$ cat src/rtl/mem_bus_arbiter.sv
// mem_bus_arbiter: shares one memory bus between the data port (m0) and the
// instruction fetch port (m1). The winner is picked combinationally and owns
// the bus until the slave acks or the watchdog fires.
// Optional build macro ARB_ROUND_ROBIN_EN swaps fixed priority for round robin.
module mem_bus_arbiter #(
  parameter int unsigned p_timeout = 64,
  parameter bit          p_m0_prio = 1'b1
) (
  input  logic        i_clk,
  input  logic        i_rst_n,
  input  logic [31:0] m0_addr,
  input  logic [3:0]  m0_be,
  input  logic        m0_wr_en,
  input  logic [31:0] m0_wr_data,
  input  logic        m0_rd_en,
  output logic [31:0] m0_rd_data,
  output logic        m0_busy,
  output logic        m0_ack,
  input  logic [31:0] m1_addr,
  input  logic [3:0]  m1_be,
  input  logic        m1_wr_en,
  input  logic [31:0] m1_wr_data,
  input  logic        m1_rd_en,
  output logic [31:0] m1_rd_data,
  output logic        m1_busy,
  output logic        m1_ack,
  output logic [31:0] s_addr,
  output logic [3:0]  s_be,
  output logic        s_wr_en,
  output logic [31:0] s_wr_data,
  output logic        s_rd_en,
  input  logic [31:0] s_rd_data,
  input  logic        s_busy,
  input  logic        s_ack,
  output logic [1:0]  o_grant,
  output logic        o_timeout
);

  localparam int unsigned CNT_W = (p_timeout > 0) ? $clog2(p_timeout + 1) : 1;
  localparam logic [CNT_W-1:0] CNT_LAST = (p_timeout > 0) ? CNT_W'(p_timeout - 1) : '0;

  localparam logic [1:0] ST_IDLE   = 2'd0;
  localparam logic [1:0] ST_OWN_M0 = 2'd1;
  localparam logic [1:0] ST_OWN_M1 = 2'd2;

  logic [1:0]       state_q, state_d;
  logic [CNT_W-1:0] cnt_q, cnt_d;

  logic m0_req, m1_req;
  logic pick_m1;
  logic sel_m0, sel_m1;
  logic own_state;
  logic wd_fire;
  logic done;

`ifdef ARB_ROUND_ROBIN_EN
  // 1 = m1 preferred on the next simultaneous request
  logic rr_q, rr_d;
`endif

  // Arbitration, watchdog and next-state logic
  always_comb begin
    m0_req = m0_rd_en | m0_wr_en;
    m1_req = m1_rd_en | m1_wr_en;

`ifdef ARB_ROUND_ROBIN_EN
    pick_m1 = m1_req & (~m0_req | rr_q);
`else
    pick_m1 = m1_req & (~m0_req | ~p_m0_prio);
`endif

    sel_m0 = 1'b0;
    sel_m1 = 1'b0;
    case (state_q)
      ST_IDLE: begin
        sel_m1 = pick_m1;
        sel_m0 = m0_req & ~pick_m1;
      end
      ST_OWN_M0: sel_m0 = 1'b1;
      ST_OWN_M1: sel_m1 = 1'b1;
      default: ;
    endcase

    own_state = (state_q == ST_OWN_M0) || (state_q == ST_OWN_M1);
    // A real ack in the same cycle wins over the watchdog
    wd_fire   = (p_timeout != 0) && own_state && !s_ack && (cnt_q == CNT_LAST);
    done      = (sel_m0 | sel_m1) & (s_ack | wd_fire);

    state_d = state_q;
    cnt_d   = cnt_q;
    case (state_q)
      ST_IDLE: begin
        cnt_d = '0;
        if (sel_m0 && !s_ack) begin
          state_d = ST_OWN_M0;
        end else if (sel_m1 && !s_ack) begin
          state_d = ST_OWN_M1;
        end
      end
      ST_OWN_M0, ST_OWN_M1: begin
        if (done) begin
          state_d = ST_IDLE;
          cnt_d   = '0;
        end else if (p_timeout != 0) begin
          cnt_d = cnt_q + CNT_W'(1);
        end
      end
      default: begin
        state_d = ST_IDLE;
        cnt_d   = '0;
      end
    endcase

`ifdef ARB_ROUND_ROBIN_EN
    rr_d = rr_q;
    if (done) begin
      rr_d = sel_m0;
    end
`endif
  end

  // Bus routing and requester responses; forced to zero while reset is held
  always_comb begin
    s_addr     = '0;
    s_be       = '0;
    s_wr_en    = 1'b0;
    s_wr_data  = '0;
    s_rd_en    = 1'b0;
    m0_rd_data = '0;
    m1_rd_data = '0;
    m0_busy    = 1'b0;
    m1_busy    = 1'b0;
    m0_ack     = 1'b0;
    m1_ack     = 1'b0;
    o_grant    = {sel_m1, sel_m0};
    o_timeout  = wd_fire;

    if (sel_m0 && !wd_fire) begin
      s_addr    = m0_addr;
      s_be      = m0_be;
      s_wr_en   = m0_wr_en;
      s_wr_data = m0_wr_data;
      s_rd_en   = m0_rd_en;
    end else if (sel_m1 && !wd_fire) begin
      s_addr    = m1_addr;
      s_be      = m1_be;
      s_wr_en   = m1_wr_en;
      s_wr_data = m1_wr_data;
      s_rd_en   = m1_rd_en;
    end

    if (sel_m0) begin
      m0_ack     = done;
      m0_rd_data = s_ack ? s_rd_data : '0;
      m0_busy    = s_busy & ~wd_fire;
      m1_busy    = own_state ? 1'b1 : m1_req;
    end else if (sel_m1) begin
      m1_ack     = done;
      m1_rd_data = s_ack ? s_rd_data : '0;
      m1_busy    = s_busy & ~wd_fire;
      m0_busy    = own_state ? 1'b1 : m0_req;
    end

    if (!i_rst_n) begin
      s_addr     = '0;
      s_be       = '0;
      s_wr_en    = 1'b0;
      s_wr_data  = '0;
      s_rd_en    = 1'b0;
      m0_rd_data = '0;
      m1_rd_data = '0;
      m0_busy    = 1'b0;
      m1_busy    = 1'b0;
      m0_ack     = 1'b0;
      m1_ack     = 1'b0;
      o_grant    = 2'b00;
      o_timeout  = 1'b0;
    end
  end

  // State, watchdog counter and round-robin pointer registers
  always_ff @(posedge i_clk or negedge i_rst_n) begin
    if (!i_rst_n) begin
      state_q <= ST_IDLE;
      cnt_q   <= '0;
`ifdef ARB_ROUND_ROBIN_EN
      rr_q    <= 1'b0;
`endif
    end else begin
      state_q <= state_d;
      cnt_q   <= cnt_d;
`ifdef ARB_ROUND_ROBIN_EN
      rr_q    <= rr_d;
`endif
    end
  end

endmodule

$ cat config.mk
export PLATFORM = sky130hd
export DESIGN_NAME = mem_bus_arbiter
export DESIGN_NICKNAME = d
export VERILOG_FILES = /design/src/rtl/mem_bus_arbiter.sv
export SDC_FILE = /design/constraint.sdc
export NUM_CORES = 1
export LEC_CHECK = 0
export BUFFER_PORTS_ARGS = -buffer_cell sky130_fd_sc_hd__clkbuf_2
export CORE_AREA = 2 2 123 125
export DETAILED_ROUTE_END_ITERATION = 8
export DIE_AREA = 0 0 125 127
export HOLD_SLACK_MARGIN = 0.03
export RECOVER_POWER = 50
export SLEW_MARGIN = 20
export SYNTH_ARGS = -nofsm -noshare
export SYNTH_HDL_FRONTEND = slang
export SYNTH_SLANG_ARGS = --single-unit
$ cat constraint.sdc
create_clock -name i_clk -period 2.5 [get_ports i_clk]
set_clock_uncertainty 0.05 [all_clocks]
set_input_delay 0.5 -clock i_clk [delete_from_list [all_inputs] [get_ports i_clk]]
set_output_delay 0.5 -clock i_clk [all_outputs]
set_load 0.01 [all_outputs]
# [Word-level counts from Yosys, hierarchy flattened]
# Index checks and enable logic that the tools add are counted.
[totals] output_inout_bits=141 reg_bits=9 elab_cells=75 inputBits=176
[classes] n_addsub=1 n_mux=44 bitwise=11 n_eq_ne=5 reduce_logical=12
[op_table] operator="32-bit 2-to-1 mux" n=12
[op_table] operator="1-bit 2-to-1 mux" n=20
[op_table] operator="7-bit 2-to-1 mux" n=2
[op_table] operator="4-bit 2-to-1 mux" n=3
[op_table] operator="2-bit 2-to-1 mux" n=4
[op_table] operator="7-bit by 1-bit adder with 7-bit output (second input constant)" n=1
[op_table] operator="7-bit by 6-bit equality test with 1-bit output (second input constant)" n=1
[op_table] operator="1-bit logical AND" n=6
[op_table] operator="1-bit AND" n=4
[op_table] operator="1-bit OR" n=4
[op_table] operator="1-bit one-hot mux with 2 select lines" n=2
[op_table] operator="2-bit one-hot mux with 2 select lines" n=1
[op_table] operator="3-bit != test (second input constant)" n=1
[op_table] operator="1-bit NOT" n=3
[op_table] operator="2-bit by 1-bit equality test with 1-bit output (second input constant)" n=1
[op_table] operator="2-bit equality test (second input constant)" n=1
[op_table] operator="1-bit zero test" n=2
[op_table] operator="2-bit zero test" n=1
[op_table] operator="2-bit != test (second input constant)" n=1
[op_table] operator="2-bit AND reduction" n=1
[op_table] operator="2-bit OR reduction" n=1
[op_table] operator="1-bit logical OR" n=1

# [Longest topological paths before layout]
[logic_depth] depth_word=11 mapped_depth=9 depth_no_buf=6

# [Least setup slack after synthesis]
# Ideal clock, no wire load.
[synth_path] kind="reg2out" from="reg state_q[0]" to="out s_addr[0]" path_stages_with_launch=9 n_path_buf=2 arrival_time_ns=1.916 t_required_ns=1.950 setup_slack_ns=0.034 path_cell_list="dfrtp_1 inv_1 ha_1 buf_6 o21ai_0 a221oi_4 buf_6 nand3_1 a21oi_1"
[synth_between] elab_chain_cells=9 elab_cells_between_ends=14 cone_classes="eq/ne (2); mux (5); reduce/logical (7)"
[synth_lines] item="start, declared" line="46" source="logic [1:0] state_q, state_d;"
[synth_lines] item="start signal, assigned" line="190" source="state_q <= state_d;"
[synth_lines] item="2-bit by 1-bit equality test with 1-bit output or 2-bit equality test (tied branches)" line="74, 84"
[synth_lines] item="1-bit logical OR" line="84" source="own_state = (state_q == ST_OWN_M0) || (state_q == ST_OWN_M1);"
[synth_lines] item="1-bit logical AND (2 in series)" line="86" source="wd_fire = (p_timeout != 0) && own_state && !s_ack && (cnt_q == CNT_LAST);"
[synth_lines] item="1-bit zero test" line="138, 144"
[synth_lines] item="1-bit logical AND" line="144" source="end else if (sel_m1 && !wd_fire) begin"
[synth_lines] item="32-bit 2-to-1 mux" line="144"
[synth_lines] item="32-bit 2-to-1 mux (*)" line="138" source="if (sel_m0 && !wd_fire) begin"
[synth_lines] item="32-bit 2-to-1 mux (*)" line="164" source="if (!i_rst_n) begin"
[synth_lines] item="end, declared" line="27" source="output logic [31:0] s_addr,"
# Every way passes the cells marked *; elsewhere a longest branch is shown, timed or not.

# [Worst setup path in the final report]
[layout_path] from="reg state_q[0]" to="out m1_rd_data[27]"
[layout_between] elab_chain_cells=5 elab_cells_between_ends=8 cone_classes="eq/ne (2); mux (5); reduce/logical (1)"
[layout_lines] item="2-bit equality test or 2-bit zero test (tied branches)" line="74" source="case (state_q)"
[layout_lines] item="1-bit one-hot mux with 2 select lines" line="74"
[layout_lines] item="32-bit 2-to-1 mux" line="157" source="end else if (sel_m1) begin"
[layout_lines] item="32-bit 2-to-1 mux (*)" line="152" source="if (sel_m0) begin"
[layout_lines] item="32-bit 2-to-1 mux (*)" line="164"
[layout_lines] item="end, declared" line="24" source="output logic [31:0] m1_rd_data,"
# Marks and branches as above.

==> impl_metrics.json <==
{
  "cp-end-kind": "output port",
  "yosysSeqAreaShare": 0.09404,
  "synth_nets": 615,
  "syn_inst": 434,
  "cts_tree": "built",
  "synth_compound_area_frac": 0.2053,
  "arrival_ps": 2070,
  "dp_hpwl_um": 10760,
  "ys_warn_count": 0,
  "num-nets-final": 933,
  "synth-xor-area-share": 0.01829,
  "cts_hold_buf": 0,
  "portBuffers": 316,
  "layout_commonest_cell": "clkbuf_2",
  "syn_to_final_growth_pct": 122.5,
  "num_vias": 4415,
  "first_iter_violations": 155,
  "antenna_found_initial": 0,
  "regArea_um2": 225.2,
  "initial_core_util": 0.1660,
  "clockRootBuffer": "clkbuf_16",
  "mappedNetlistArea_um2": 2395,
  "maxCapViolCount": 0,
  "path_common_cell": "buf_12",
  "fillers": 1516,
  "setup_viol": 103,
  "period_share": 1.046,
  "ys_ff_latch": 9,
  "n_antenna_cell": 0,
  "ant_nets": 0,
  "synth.distinct_cells": 36,
  "synth_top_family_by_area": "simple AND/OR/NAND/NOR gates",
  "post-route-util": 0.3694,
  "fin_crit_ps": 2616,
  "final_cell_mix": "221 x clkbuf_2, 109 x nand3_1, 85 x buf_2",
  "die_y_um": 127,
  "cts_buffers": 3,
  "worst-path-max-fanout": 11,
  "dp_cells": 916,
  "place_congestion": 0.7874,
  "wl_per_cell_um": 16.02,
  "final.setup.worst_slack_ps": -116.2,
  "multiInputGateArea_um2": 2429,
  "r2r_start": "state_q[1]",
  "final_hold_viol_count": 0,
  "viasPerCell": 4.722,
  "cp-start-kind": "register",
  "slew_violations": 0,
  "required_ps": 1950,
  "grt_pass1_vias": 4023,
  "clock_latency_ps": 240,
  "synth.area.mux_share": 0,
  "core_um2": 14420,
  "hp-class": "in2async",
  "cts.sinks": 9,
  "wl_um": 14980,
  "vdd_drop_max_mv": 0.2911,
  "clkTransAtPathRegs_ps": 40,
  "failed_checks": "negative setup slack",
  "synth-edff-count": 0,
  "track_usage": 0.1628,
  "fmax_mhz": 382.2,
  "grt-ovfl-total": 0,
  "crit_path_cell_trace": "inv_2 > ha_4 > buf_6 > a221oi_4 > buf_12 > nand2_8 > buf_12 > nor2_2 > buf_2",
  "num_rows": 44,
  "outcome": "complete, but fails checks",
  "fp.dieW_um": 125,
  "ys_async_sr_fraction": 1.000,
  "dr.pass1.iters": 4,
  "synthSimpleGateAreaFrac": 0.5282,
  "grt_pass1_wl_um": 21420,
  "powerDensity_nw_per_um2": 912.9,
  "synth-adder-area-share": 0.02612,
  "cts.path.max_buffers": 2,
  "relSlewSlack": 0.6256,
  "grt_max_degree": 40,
  "dieArea_um2": 15880,
  "avgSynthCellArea_um2": 5.518,
  "cts_max_level": 1,
  "cp_slowest_cell": "a221oi_4",
  "drc_errors": 0,
  "instances_no_fill": 935,
  "power_leakage_nw": 2.698,
  "final_layout_size_suffix_gt1_frac": 0.6431,
  "startpoint": "state_q[0]",
  "rsz0062_at_grt": "yes",
  "synth_flop_cell": "dfrtp_1",
  "boundaryPins": 317,
  "worst_slew_pin_slew_ps": 561.6,
  "crit_type": "reg2out",
  "max_stage_delay_ps": 360
}
==> critical path: cells and delay by family (launching register included) <==
family / cells / cell delay (ps)
AOI/OAI and AO/OA: 1 / 360
adders and majority gates: 1 / 170
buffers and inverters: 5 / 730
DFF: 1 / 350
and+or+nand+nor: 2 / 200
==> cell families after synthesis <==
family                   after synthesis
AND/OR/NAND/NOR                      271
AO/OA/AOI/OAI                         88
buffers and inverters                 56
flip-flops                             9
XOR/XNOR                               5
adder cells (fa/ha/maj)                5
==> registers in the layout, indices dropped and copies added, names as in the netlist <==
signal,count
cnt_q,7
state_q,2
==> what timing repair did <==
action                     4_1_cts  5_1_grt
gates cloned                     4        3
buffers inserted                 4        5
pin swaps                       27       48
setup endpoints to repair      138      138
gates resized for setup         64      195
==> metal layers <==
layer  track usage  vias up  part of all wire
met5             0        -                 0
met4       0.03529        0            0.0079
met3       0.02219        8             0.072
met2        0.3024      227              0.51
met1        0.2003     2037              0.41
li1              -     2143                 -
==> synthesized netlist by cell type, drive strengths merged, types with 2 or more instances <==
| cell | number | area, µm² |
|---|---|---|
| nand3 | 145 | 750.7 |
| nor2 | 79 | 296.5 |
| a21oi | 75 | 375.4 |
| nand2 | 37 | 146.4 |
| clkbuf | 29 | 108.9 |
| buf | 21 | 175.2 |
| dfrtp | 9 | 225.2 |
| inv | 6 | 22.52 |
| ha | 5 | 62.56 |
| nor2b | 3 | 18.77 |
| o21ai | 3 | 15.01 |
| xnor2 | 3 | 26.28 |
| or2 | 2 | 15.02 |
| xor2 | 2 | 17.52 |
==> worst paths after layout <==
check                      cells past startpoint             end  slack, ps
setup / recovery                               9  m1_rd_data[27]       -120
hold / removal                                 1        cnt_q[4]        130
setup reg to reg                               7      state_q[1]        650
hold reg to reg                                1        cnt_q[0]        400
max in group asynchronous                      1        cnt_q[3]       1990
min in group i_clk                             1        cnt_q[0]        400
==> cell type report <==
cell class                      count  area share
Timing Repair Buffer              363      0.4396
Multi-Input combinational cell    369      0.4558
Tap cell                          184     0.04321
Clock buffer                        4     0.01480
Inverter                            6    0.004227
Sequential cell                     9     0.04227
==> metrics by stage <==
step,instance area [µm²],setup TNS (ps),hold slack (ps),worst slack [ps],total power [mW]
2_1_floorplan,2395,0,154.4,34.10,2.177
3_3_place_gp,4300,-80.14,368.4,-34.49,3.356
3_5_place_dp,4300,-133.4,365.2,-45.97,3.367
4_1_cts,4778,-6021,112.6,-94.09,4.329
5_1_grt,5328,-18460,147.8,-226.4,5.228
6_report,5328,-6557,129.5,-116.2,4.864
==> where the power goes <==
group          internal, mW  total (mW)  switching [mW]
Clock                 0.213       0.287          0.0737
Sequential            0.178       0.198          0.0195
Combinational          2.06        4.38            2.32
Total                  2.45        4.86            2.41
Power figures use the tool's default switching activity.
